## config.mk

```make
export PLATFORM = sky130hd
export DESIGN_NAME = mem_iface
export DESIGN_NICKNAME = d
export VERILOG_FILES = /design/src/rtl/mem_iface.sv
export SDC_FILE = /design/constraint.sdc
export NUM_CORES = 1
export LEC_CHECK = 0
export CAP_MARGIN = 5
export CELL_PAD_IN_SITES_DETAIL_PLACEMENT = 0
export CELL_PAD_IN_SITES_GLOBAL_PLACEMENT = 1
export CORE_UTILIZATION = 35
export CTS_CLUSTER_SIZE = 10
export DETAILED_ROUTE_END_ITERATION = 7
export HOLD_SLACK_MARGIN = 0.03
export PLACE_DENSITY_LB_ADDON = 0.1
export SLEW_MARGIN = 20
export SYNTH_ARGS = -nofsm -noshare
export SYNTH_HDL_FRONTEND = slang
export SYNTH_SLANG_ARGS = --single-unit
export TNS_END_PERCENT = 5
```

## constraint.sdc

```tcl
create_clock -name clk -period 2.2 [get_ports clk]
set_input_delay 0.44 -clock clk [delete_from_list [all_inputs] [get_ports clk]]
set_output_delay 0.44 -clock clk [all_outputs]
set_load 0.01 [all_outputs]
```

## src/rtl/mem_iface.sv

```systemverilog
// -----------------------------------------------------------------------------
// mem_iface
//
// Bridges the multicycle core's level-style memory commands onto a single-port
// req/ack system bus.
//
//   * Writes are posted: the core issues a store command and moves on; the
//     transaction completes in the background.
//   * Reads start with a one-cycle init pulse. Once the bus returns the data,
//     it is lane-aligned and extended into rdata, and ready is raised.
//   * A read issued while a write is outstanding waits for that write, so
//     program order is preserved on the bus.
//   * A read issued while another read is outstanding supersedes it. The
//     in-flight transaction still runs to its ack, but its data is dropped.
//   * A write command that cannot be accepted is dropped, and the sticky err
//     flag is set.
//
// Ports
//   clk        in   clock
//   reset      in   synchronous, active-high reset
//   addr       in   byte address (sampled on init or on a write command)
//   read_op    in   load kind: LB=0 LH=1 LW=2 LBU=4 LHU=5, else LNONE
//   write_op   in   store kind: SB=0 SH=1 SW=2 SNONE=3
//   init       in   one-cycle pulse that starts a read
//   wdata      in   low-aligned store data
//   ready      out  result of the most recent init is in rdata
//   rdata      out  extended load result
//   err        out  sticky: a write command was dropped
//   bus_req    out  bus request, held until bus_ack
//   bus_we     out  1 = write transaction
//   bus_addr   out  word address (addr[AW-1:2])
//   bus_wstrb  out  byte-lane enables, 0 on reads
//   bus_wdata  out  lane-replicated store data
//   bus_rdata  in   read data, valid in the bus_ack cycle
//   bus_ack    in   one-cycle completion of the current request
// -----------------------------------------------------------------------------
module mem_iface #(
    parameter int AW = 32
) (
    input  logic          clk,
    input  logic          reset,
    input  logic [AW-1:0] addr,
    input  logic [2:0]    read_op,
    input  logic [1:0]    write_op,
    input  logic          init,
    input  logic [31:0]   wdata,
    output logic          ready,
    output logic [31:0]   rdata,
    output logic          err,
    output logic          bus_req,
    output logic          bus_we,
    output logic [AW-3:0] bus_addr,
    output logic [3:0]    bus_wstrb,
    output logic [31:0]   bus_wdata,
    input  logic [31:0]   bus_rdata,
    input  logic          bus_ack
);

    // Load kinds
    localparam logic [2:0] LD_B  = 3'd0;
    localparam logic [2:0] LD_H  = 3'd1;
    localparam logic [2:0] LD_W  = 3'd2;
    localparam logic [2:0] LD_BU = 3'd4;
    localparam logic [2:0] LD_HU = 3'd5;

    // Store kinds
    localparam logic [1:0] ST_B    = 2'd0;
    localparam logic [1:0] ST_H    = 2'd1;
    localparam logic [1:0] ST_W    = 2'd2;
    localparam logic [1:0] ST_NONE = 2'd3;

    typedef enum logic [2:0] {
        S_IDLE,   // nothing outstanding
        S_WR,     // write outstanding
        S_RD,     // read outstanding, its data will be accepted
        S_WR_RD,  // write outstanding, read queued behind it
        S_RD_RD   // superseded read outstanding, new read queued
    } state_e;

    state_e          state_q;
    logic            ready_q;
    logic [31:0]     rdata_q;
    logic            err_q;
    logic            bus_req_q;
    logic            bus_we_q;
    logic [AW-3:0]   bus_addr_q;
    logic [3:0]      bus_wstrb_q;
    logic [31:0]     bus_wdata_q;

    // Read descriptor of the most recent init. It is the one whose data is
    // eventually accepted, so it drives both lane extraction and the address
    // of a queued read.
    logic [AW-1:0]   rd_addr_q;
    logic [2:0]      rd_op_q;

    logic            wr_cmd;
    logic [3:0]      wstrb_d;
    logic [31:0]     wdata_d;
    logic [31:0]     rdata_d;
    logic [7:0]      ld_byte;
    logic [15:0]     ld_half;
    logic [AW-3:0]   rd_issue_word;

    assign wr_cmd = (write_op != ST_NONE);

    // A queued read is issued with the newest descriptor. When an init
    // coincides with the issuing ack, the fresh address wins.
    assign rd_issue_word = init ? addr[AW-1:2] : rd_addr_q[AW-1:2];

    // Store lane placement: strobes select the lanes, and the data is
    // replicated so that every lane carries the right bytes.
    always_comb begin
        // NOTE: every variable gets a default first, so no path through the
        // case can leave it unassigned and infer a latch.
        wstrb_d = 4'b0000;
        wdata_d = wdata;
        case (write_op)
            ST_B: begin
                wstrb_d = 4'b0001 << addr[1:0];
                wdata_d = {4{wdata[7:0]}};
            end
            ST_H: begin
                wstrb_d = 4'b0011 << {addr[1], 1'b0};
                wdata_d = {2{wdata[15:0]}};
            end
            ST_W: begin
                wstrb_d = 4'b1111;
            end
            default: ;
        endcase
    end

    // Load extraction from the bus word, using the captured byte offset.
    always_comb begin
        case (rd_addr_q[1:0])
            2'd0:    ld_byte = bus_rdata[7:0];
            2'd1:    ld_byte = bus_rdata[15:8];
            2'd2:    ld_byte = bus_rdata[23:16];
            default: ld_byte = bus_rdata[31:24];
        endcase
        ld_half = rd_addr_q[1] ? bus_rdata[31:16] : bus_rdata[15:0];

        case (rd_op_q)
            LD_B:    rdata_d = {{24{ld_byte[7]}}, ld_byte};
            LD_BU:   rdata_d = {24'h000000, ld_byte};
            LD_H:    rdata_d = {{16{ld_half[15]}}, ld_half};
            LD_HU:   rdata_d = {16'h0000, ld_half};
            LD_W:    rdata_d = bus_rdata;
            default: rdata_d = 32'h0000_0000;
        endcase
    end

    // Control FSM. All bus outputs are registered here. A transaction is
    // "issued" by loading the bus registers. On back-to-back transfers,
    // bus_req simply stays high across the ack edge.
    always_ff @(posedge clk) begin
        if (reset) begin
            // NOTE: sequential state uses non-blocking assignments only, so
            // every register samples the pre-edge values of its neighbours.
            state_q     <= S_IDLE;
            ready_q     <= 1'b0;
            rdata_q     <= 32'h0000_0000;
            err_q       <= 1'b0;
            bus_req_q   <= 1'b0;
            bus_we_q    <= 1'b0;
            bus_addr_q  <= '0;
            bus_wstrb_q <= 4'b0000;
            bus_wdata_q <= 32'h0000_0000;
            rd_addr_q   <= '0;
            rd_op_q     <= LD_B;
        end else begin
            // Every init records the new read and invalidates the old result.
            if (init) begin
                rd_addr_q <= addr;
                rd_op_q   <= read_op;
                ready_q   <= 1'b0;
            end

            case (state_q)
                S_IDLE: begin
                    if (wr_cmd) begin
                        // The write goes first; a simultaneous read queues.
                        bus_req_q   <= 1'b1;
                        bus_we_q    <= 1'b1;
                        bus_addr_q  <= addr[AW-1:2];
                        bus_wstrb_q <= wstrb_d;
                        bus_wdata_q <= wdata_d;
                        state_q     <= init ? S_WR_RD : S_WR;
                    end else if (init) begin
                        bus_req_q   <= 1'b1;
                        bus_we_q    <= 1'b0;
                        bus_addr_q  <= rd_issue_word;
                        bus_wstrb_q <= 4'b0000;
                        state_q     <= S_RD;
                    end
                end

                S_WR: begin
                    if (bus_ack) begin
                        if (wr_cmd) begin
                            // The ack cycle frees the bus registers, so a
                            // new write can be accepted straight away.
                            bus_req_q   <= 1'b1;
                            bus_we_q    <= 1'b1;
                            bus_addr_q  <= addr[AW-1:2];
                            bus_wstrb_q <= wstrb_d;
                            bus_wdata_q <= wdata_d;
                            state_q     <= init ? S_WR_RD : S_WR;
                        end else if (init) begin
                            bus_req_q   <= 1'b1;
                            bus_we_q    <= 1'b0;
                            bus_addr_q  <= rd_issue_word;
                            bus_wstrb_q <= 4'b0000;
                            state_q     <= S_RD;
                        end else begin
                            bus_req_q <= 1'b0;
                            state_q   <= S_IDLE;
                        end
                    end else begin
                        if (wr_cmd) begin
                            err_q <= 1'b1;
                        end
                        if (init) begin
                            state_q <= S_WR_RD;
                        end
                    end
                end

                S_WR_RD, S_RD_RD: begin
                    // Either the blocking write or the superseded read
                    // completes. The ack data (if any) is not ours, so just
                    // launch the queued read.
                    if (wr_cmd) begin
                        err_q <= 1'b1;
                    end
                    if (bus_ack) begin
                        bus_req_q   <= 1'b1;
                        bus_we_q    <= 1'b0;
                        bus_addr_q  <= rd_issue_word;
                        bus_wstrb_q <= 4'b0000;
                        state_q     <= S_RD;
                    end
                end

                S_RD: begin
                    if (wr_cmd) begin
                        err_q <= 1'b1;
                    end
                    if (bus_ack) begin
                        if (init) begin
                            // The result has already been superseded: drop
                            // the data and issue the newer read.
                            bus_req_q   <= 1'b1;
                            bus_we_q    <= 1'b0;
                            bus_addr_q  <= rd_issue_word;
                            bus_wstrb_q <= 4'b0000;
                        end else begin
                            rdata_q   <= rdata_d;
                            ready_q   <= 1'b1;
                            bus_req_q <= 1'b0;
                            state_q   <= S_IDLE;
                        end
                    end else if (init) begin
                        // The in-flight read cannot be cancelled; let it
                        // finish and discard it.
                        state_q <= S_RD_RD;
                    end
                end

                default: begin
                    bus_req_q <= 1'b0;
                    state_q   <= S_IDLE;
                end
            endcase
        end
    end

    assign ready     = ready_q;
    assign rdata     = rdata_q;
    assign err       = err_q;
    assign bus_req   = bus_req_q;
    assign bus_we    = bus_we_q;
    assign bus_addr  = bus_addr_q;
    assign bus_wstrb = bus_wstrb_q;
    assign bus_wdata = bus_wdata_q;

endmodule

```

==> impl_metrics.ini, run 1 <==
[critical_path]
cp_cell_sequence = buf_4 > nor2b_2 > buf_4 > o211ai_1 > a211oi_2 > a221o_1
path_buf_inv = 2
worstSetupEndpointType = flip-flop
slowest_stage = dfxtp_1
cp_top_family = buffers and inverters
critPathMostFrequentCell = buf_4
cp.arrival_ns = 2.26
worstPathMaxFanout = 27
cp.required_ns = 2.56
max_stage_delay_ns = 0.37
criticalPathCategory = flip-flop to flip-flop
worst_setup_path_start_kind = flip-flop

[drt]
wl_met1_um = 10010
remaining_drc_errors = 0
avgRoutedWirePerCell_um = 17.86
ant_nets = 0
wl_met3_um = 930
vias_per_cell = 5.426
drt-initial-drc-count = 353
routed_wl_um = 21510
wl_met2_um = 10140
top_layer = met4
first_pass_iters = 5
via_count = 6533

[floorplan]
die_x_um = 142.6
die_area_mm2 = 0.02032
core_mm2 = 0.01940
fp.dieH_um = 142.6
io_pins = 207
num_rows = 51
start_util_pct = 35.64

[layout]
mostFrequentLayoutCells = clkdlybuf4s50_1 (204), dfxtp_1 (140), nor2_1 (59)
final_common_cell = clkdlybuf4s50_1
n_antenna_cell = 0
nets = 1033
layout-area-overhead-vs-synth_pct = 43.87
design_area_mm2 = 0.009947
drive_above_1_share_pct = 12.99

[global_route]
grt_pass1_vias = 6249
overflow = 0
grt_pass1_wl_um = 33310
antenna_found_initial = 0
grt_max_degree = 80
gr-usage-all-layers_pct = 20.94

[logic_synthesis]
ys_types = 61
yosysSeqAreaShare_pct = 40.54
synth_warnings = 0
netlist_instances = 735
synth_flop_cell = dfxtp_1
syn_nets = 840
async_flop_share_pct = 0
yosys_register_bits = 140
avgSynthCellArea_um2 = 9.407
synth_edf_count = 0
netlist_area_mm2 = 0.006914

[cts]
cts_root_buf = clkbuf_16
ctsResizeCount = 0
numCtsBuffers = 17
cts_tree = built
clock-sinks = 140
insertion_delay_ns = 0.42
h-tree-depth = 4
cts.clk_slew.worst_paths_ns = 0.06
clk_path_buf_depth = 2

[placed_design]
numPortBuffers = 206
place_ws_ns = -0.08118
hpwl_um = 14920
routabilityCongestion = 0.8612
placed_area_mm2 = 0.009259

[outcome]
status = complete, no violations

[timing]
tightest_slew_ns = 1.062
final_hold_viol_count = 0
worst_slack_ns = 0.2940
tns_ns = 0
slew_viol_final = 0
rsz0062_at_grt = no
clock_skew_ns = 0.008336
setup_viol = 0
fmax_ghz = 0.5247
relSlewSlack_pct = 28.91
fin_crit_ns = 1.906
fin_crit_sh_pct = 86.64

[pwr]
power_w = 0.007870
pwr_density_cell_mw_per_mm2 = 791.2
vdd_drop_max_mv = 0.5399
power_leakage_nw = 3.547

[run]
maxCapViolCount = 0

[worst_hold_path]
hold_class = input pin to flip-flop
-- Yosys cell counts (8+ instances only) --
library cell | number | area (um2)
dfxtp_1 | 140 | 2803
nor2_1 | 60 | 225.2
a21oi_1 | 57 | 285.3
nand2_1 | 55 | 206.5
o2bb2ai_1 | 35 | 306.5
o21ai_0 | 34 | 170.2
nor2b_1 | 30 | 187.7
buf_2 | 29 | 145.1
o211ai_1 | 27 | 202.7
a221o_1 | 26 | 260.3
a211oi_1 | 24 | 180.2
clkbuf_1 | 23 | 86.33
a22oi_1 | 21 | 157.7
mux2i_1 | 21 | 210.2
a221oi_1 | 14 | 122.6
buf_6 | 14 | 157.7
o21ai_1 | 12 | 60.06
a211oi_2 | 11 | 137.6
buf_4 | 9 | 67.56
a311oi_1 | 8 | 70.07
inv_1 | 8 | 30.03
mux4_2 | 8 | 180.2
-- where the power goes --
group | switching, W | leakage [nW] | internal (W)
registers | 0.000133 | 1.15 | 0.00276
logic | 0.000879 | 2.09 | 0.000931
clock network | 0.00111 | 0.311 | 0.00206
total | 0.00212 | 3.55 | 0.00575
-- area by class of cell --
cell class | instances | area, um2
multi-input combinational | 509 | 3638
sequential | 140 | 2803
clock inverter | 11 | 192.7
tap | 265 | 331.6
inverter | 9 | 33.78
clock buffer | 19 | 452.9
timing repair buffer | 251 | 2495
fill | 1853 | 9452
-- layer usage --
layer / global-route usage (%) / vias up
li1: - / 3177
met1: 27.49 / 3148
met2: 33.82 / 180
met3: 3.869 / 28
met4: 8.263 / 0
met5: 0 / -
-- registers in the layout, indices dropped and copies added (netlist names) --
name / flops
bus_wstrb: 4
rd_op_q: 3
err: 1
rd_addr_q: 32
bus_req: 1
rdata: 32
bus_we: 1
bus_wdata: 32
state_q: 3
ready: 1
bus_addr: 30
-- per-stage QoR --
step,std cells,util [%],hold WS (ns)
2_1_floorplan,735,-,0.4550
3_3_place_gp,1170,47.73,0.4392
3_5_place_dp,1170,47.73,0.4450
4_1_cts,1200,51.06,0.2779
5_1_grt,1204,51.28,0.2900
6_report,1204,51.28,0.2998
-- worst reg2reg max path, stage by stage (launching register included) --
cell,delay (ns)
dfxtp_1,0.37
buf_4,0.29
nor2b_2,0.26
buf_4,0.35
o211ai_1,0.17
a211oi_2,0.27
a221o_1,0.14
-- final timing paths --
check                           startpoint            to  slack, ns  cells after the start
worst max-delay path            state_q[1]  bus_addr[27]       0.29                      6
worst min-delay path                 reset       bus_req       0.30                      2
worst max register to register  state_q[1]  bus_addr[27]       0.29                      6
worst min register to register         err           err       0.45                      2
-- cell families (layout without fill, tap and decap cells) --
group / Yosys count / after routing / synth area share [%]
AOI/OAI and AO/OA: 297 / 297 / 32.79
adders and majority gates: 1 / 1 / 0.1629
buffers and inverters: 86 / 290 / 7.202
DFF: 140 / 140 / 40.54
muxes: 33 / 33 / 6.297
and+or+nand+nor: 178 / 178 / 13.01
-- timing repair --
action | 4_1_cts | 5_1_grt
setup buffers | 0 | 4
setup endpoints to repair | 0 | 7
hold buffers | 0 | 0
Power figures use the tool's default switching activity.
==> run 2, diff against run 1 <==
--- a/config.mk
+++ b/config.mk
@@ -13,6 +13,7 @@
 export DETAILED_ROUTE_END_ITERATION = 7
 export HOLD_SLACK_MARGIN = 0.03
 export PLACE_DENSITY_LB_ADDON = 0.1
+export SKIP_LAST_GASP = 1
 export SLEW_MARGIN = 20
 export SYNTH_ARGS = -nofsm -noshare
 export SYNTH_HDL_FRONTEND = slang
==> results of run 2 <==
Same layout as run 1: the final DEF is identical, and so are final timing and power.
==> run 3, diff against run 2 <==
--- a/config.mk
+++ b/config.mk
@@ -13,6 +13,7 @@
 export DETAILED_ROUTE_END_ITERATION = 7
 export HOLD_SLACK_MARGIN = 0.03
 export PLACE_DENSITY_LB_ADDON = 0.1
+export SETUP_SLACK_MARGIN = 0.02
 export SKIP_LAST_GASP = 1
 export SLEW_MARGIN = 20
 export SYNTH_ARGS = -nofsm -noshare
==> results of run 3 <==
Same layout as run 1: the final DEF is identical, and so are final timing and power.
==> edit 1: new RTL, flow settings as in run 2 <==
Put one more register stage on the output `err`, with the module's reset. The value now appears one clock later. The other outputs are not delayed to match.
--- a/src/rtl/mem_iface.sv
+++ b/src/rtl/mem_iface.sv
@@ -277,7 +277,13 @@
 
     assign ready     = ready_q;
     assign rdata     = rdata_q;
-    assign err       = err_q;
+    always_ff @(posedge clk) begin
+        if (reset) begin
+            err <= '0;
+        end else begin
+            err <= err_q;
+        end
+    end
     assign bus_req   = bus_req_q;
     assign bus_we    = bus_we_q;
     assign bus_addr  = bus_addr_q;
Behaviour: not the same (a bounded check fails within 4 cycles, from zero or initial values and one cycle with reset high).
==> edit 1 against run 2 <==
The run now ends with DRC left; sequential share of layout area rose by 1.4 points; global-route usage rose by 0.39 points; first-iteration DRC count rose by 7.6%; power fell by 1.1%; area after synthesis fell by 5.8%; sequential cell count rose by 1; clock power fell by 3%; design area fell by 4.1%; worst setup slack got worse by 0.042 ns; via count fell by 0.57%; critical path depth fell by 1; wire length fell by 4.7%; largest cell class unchanged.
==> edit 1: results (changes against run 2) <==
violations: "DRC"
ys_top_cells_by_count: "dfxtp_1, nand2_1, a21oi_1"
path_clk_slew_ns: 0.06  # about the same
max_slew.worst_pin.slew_ns: 0.792  # -0.271 ns
drt_iter0_drc: 380  # +7.6%
drt_wl_total_um: 20500  # -4.7%
antenna_cells: 0  # unchanged
first_pass_iters: 7  # +2
placedCellCount: 1175  # +0.43%
cts_buffers: 17  # unchanged
grt_use_total: 0.213  # +0.00394
placed_cell_area_mm2: 0.00890  # -3.9%
ys_seq_area_frac: 0.433  # +0.0278
preCtsSetupSlack_ns: -0.0594  # +0.0218 ns
viasPerCell: 5.39  # -0.73%
syn_inst: 772  # +5.0%
h-tree-depth: 4  # unchanged
hp-class: "input pin to flop"
max_stage_delay_ns: 0.49  # +0.12 ns
die_area_mm2: 0.0192  # -5.7%
nets: 1070  # +3.6%
num-fill-cells: 1649  # -11%
skew_ns: 0.00737  # -0.000968 ns
synth_cell_types: 57  # -6.6%
synthTopCellsByArea: "dfxtp_1, nand2_1, a22oi_1"
grt_pass1_wl_um: 32900  # -1.2%
critPathSlowestCell: "nor2_1"
grt_max_degree: 49  # -39%
cp_max_fo: 16  # -41%
yosysWarnings: 0  # unchanged
syn_nets: 877  # +4.4%
dp_hpwl_um: 14200  # -4.8%
drive_gt1_frac: 0.0983  # -0.0317
routabilityCongestion: 0.810  # -6.0%
power_leakage_uw: 0.00346  # -2.4%
grt_pass1_vias: 6266  # +0.27%
dr_total_vias: 6496  # -0.57%
irDropWorstVdd_mv: 0.581  # +7.7%
status: "finished, violations left"
drc_errors: 28  # +28
antenna_found_initial: 0  # unchanged
==> edit 1: critical path: cells and delay by family, from the launching register on <==
| kind | cells | cell delay (ns) |
|---|---|---|
| simple gates | 3 | 0.93 |
| compound gates | 2 | 0.44 |
| flops | 1 | 0.48 |
==> edit 1: cells by family after synthesis <==
logic type             synth area share
buffers and inverters            0.0605
multiplexers                     0.0653
flip-flops                        0.433
AND/OR/NAND/NOR                   0.148
AO/OA/AOI/OAI                     0.293
==> edit 1: final timing paths <==
kind	cells after the start	startpoint	slack (ns)	endpoint
worst min-delay path	2	reset	0.27	rd_addr_q[8]
worst min register to register	2	rdata[14]	0.45	rdata[14]
worst max-delay path	5	state_q[0]	0.25	bus_wstrb[3]
worst max register to register	5	state_q[0]	0.25	bus_wstrb[3]
==> edit 1: through the flow <==
stage / hold WS (ns) / setup TNS [ns] / util / power [uW]
after global placement: 0.435 / -1.31 / 0.492 / 4720
after floorplan: 0.432 / 0 / - / 3870
after global routing: 0.282 / 0 / 0.527 / 8130
after detailed placement: 0.443 / -0.368 / 0.492 / 4750
final: 0.273 / 0 / 0.527 / 7780
after CTS: 0.264 / 0 / 0.527 / 7860
==> edit 1: cell type report <==
cell class                 instances  area, um^2  area share
clock inverter                     4        97.6      0.0102
multi-input combinational        549        3330       0.349
sequential                       141        2820       0.296
tap                              229         287      0.0300
timing repair buffer             243        2410       0.252
clock buffer                      27         543      0.0569
inverter                          13        48.8     0.00512
==> edit 1: power by group <==
group	switching [uW]	leakage [uW]	total (uW)	internal [uW]
registers	165	0.00116	2950	2790
logic	862	0.00199	1750	890
clock network	1060	0.000312	3080	2020
total	2080	0.00346	7780	5700
==> edit 1: routing by layer <==
| metal | up-vias | part of all wire | track usage |
|---|---|---|---|
| met5 | - | 0 | 0 |
| met4 | 0 | 0.011 | 0.0674 |
| met3 | 22 | 0.075 | 0.0533 |
| li1 | 3198 | - | - |
| met2 | 215 | 0.46 | 0.342 |
| met1 | 3061 | 0.46 | 0.281 |
==> edit 2: new RTL, config.mk and constraints of run 2 <==
Without the edit above. `AW`: 32 -> 48.
--- a/src/rtl/mem_iface.sv
+++ b/src/rtl/mem_iface.sv
@@ -35,7 +35,7 @@
 //   bus_ack    in   one-cycle completion of the current request
 // -----------------------------------------------------------------------------
 module mem_iface #(
-    parameter int AW = 32
+    parameter int AW = 48
 ) (
     input  logic          clk,
     input  logic          reset,
Ports: changed (resized addr and bus_addr); port bits go from 207 to 239. The function was not compared with the original's and may differ.
==> edit 2 against run 2 <==
Design area rose by 12%; non-clock buffer count up 28; power grew 3.6%; via count grew 14%; maximum frequency decreased by 3.8%; clock power decreased by 6%; wire length grew 13%; worst setup slack got worse by 0.075 ns; final cell count up 15%; sequential cell count rose by 32; combinational power is 6% lower; area after synthesis grew 12%; clock skew rose by 0.0031 ns; critical endpoint is now rdata[0]; largest cell class unchanged; largest power group is now sequential cells.
==> edit 2: results (changes against run 2) <==
status: "finished, final reports clean"
clk_latency_ns: 0.43
max_stage_delay_ns: 0.65  # +0.28 ns
antenna_cells: 0  # unchanged
critPathSlowestCell: "dfxtp_1"
port_buffers: 238  # +16%
antenna_found_initial: 0  # unchanged
max_slew.worst_pin.slew_ns: 1.05  # -0.00750 ns
drc_errors: 0  # unchanged
path_clk_slew_ns: 0.07
num-fill-cells: 2082  # +12%
routabilityCongestion: 0.785  # -8.9%
hp-class: "input pin to flop"
synthTopCellsByArea: "dfxtp_1, a21oi_1, mux2i_1"
dp_hpwl_um: 16200  # +8.6%
cts_buffers: 17  # unchanged
skew_ns: 0.0115  # +0.00313 ns
p_sw_frac: 0.284  # +0.0146
drt_wl_total_um: 24400  # +13%
grt_pass1_wl_um: 38400  # +15%
syn_nets: 1001  # +19%
ys_seq_area_frac: 0.445  # +0.0397
postCtsSetupRepairBufs: 0  # unchanged
first_pass_iters: 5  # unchanged
nets: 1213  # +17%
grt_max_degree: 78  # -2.5%
ys_top_cells_by_count: "dfxtp_1, nand2_1, a21oi_1"
regMostFlops: "rd_addr_q"
grt_use_total: 0.218  # +0.00844
grt_pass1_vias: 7201  # +15%
irDropWorstVdd_mv: 0.428  # -21%
clock_path_buffers: 2  # unchanged
cts_root_buffer: "clkbuf_16"
yosysWarnings: 0  # unchanged
power_leakage_uw: 0.00408  # +15%
preCtsSetupSlack_ns: -0.128  # -0.0472 ns
cp_max_fo: 14  # -48%
dr_total_vias: 7457  # +14%
async_reset_ff_frac: 0  # unchanged
drt_iter0_drc: 467  # +32%
synth_cell_types: 44  # -28%
synth_ff_type: "dfxtp_1"
drive_gt1_frac: 0.0896  # -0.0403
h-tree-depth: 4  # unchanged
[edit 2: cell types whose count changed in the layout (fill, tap and decap cells not counted), sizes merged, moves of 9 or more]
| cell | delta |
|---|---|
| clkdlybuf4s50 | +32 |
| a211oi | -25 |
| dfxtp | +32 |
| o21ai | +34 |
| mux2i | +20 |
| a31oi | +21 |
| inv | +9 |
| nand2 | +48 |
| o211ai | -25 |
| nand2b | +20 |
| a21oi | +42 |
| nor4b | +20 |
| nor2b | -21 |
[edit 2: final timing paths]
| path | from | to | slack, ns | cells after the start |
|---|---|---|---|---|
| worst max-delay path | rd_addr_q[1] | rdata[0] | 0.22 | 5 |
| worst min-delay path | init | rd_addr_q[32] | 0.39 | 3 |
| worst max register to register | rd_addr_q[1] | rdata[0] | 0.22 | 5 |
| worst min register to register | err | err | 0.45 | 2 |
[edit 2: critical path: cells and delay by family (launching register included)]
| kind | cells | cell delay (ns) |
|---|---|---|
| compound gates | 3 | 0.96 |
| flops | 1 | 0.65 |
| buf+inv | 2 | 0.24 |
[edit 2: metal layers]
layer / wire, um / GRT usage
met1: 11100 / 0.288
met2: 11000 / 0.335
met3: 2020 / 0.0776
met4: 264 / 0.0560
met5: 0 / 0
[edit 2: cells by family after synthesis]
group / synth area share
AO/OA/AOI/OAI: 0.274
multiplexers: 0.0807
buffers and inverters: 0.0537
flip-flops: 0.445
AND/OR/NAND/NOR: 0.147
[edit 2: repair_timing]
action | in CTS | in global routing
resized for setup | 0 | 1
hold endpoints to repair | 0 | 0
setup endpoints to repair | 0 | 8
[edit 2: area by class of cell]
type                       count  area [um^2]  share of cell area
clock buffer                  18          439              0.0394
clock inverter                14          131              0.0118
inverter                      12         45.0             0.00404
multi-input combinational    610         3920               0.352
sequential                   172         3440               0.309
tap                          280          350              0.0315
timing repair buffer         279         2810               0.252
[edit 2: power groups by stage]
| stage | Combinational, uW | Sequential [uW] | Clock (uW) |
|---|---|---|---|
| 6_report | 1700 | 3470 | 2980 |
| 2_1_floorplan | 759 | 3590 | 0 |
| 5_1_grt | 1870 | 3500 | 3190 |
| 3_3_place_gp | 1710 | 3540 | 0 |
| 4_1_cts | 1710 | 3470 | 3070 |
| 3_5_place_dp | 1710 | 3540 | 0 |
[edit 2: per-stage QoR]
stage          std cells  instance area (um^2)  hold slack, ns  total power (uW)   util
6_report            1385                 11100           0.386              8160  0.512
5_1_grt             1385                 11100           0.393              8550  0.512
4_1_cts             1385                 11100           0.372              8260  0.512
3_5_place_dp        1353                 10600           0.445              5240  0.485
3_3_place_gp        1353                 10600           0.437              5250  0.485
2_1_floorplan        880                  7740           0.436              4350      -
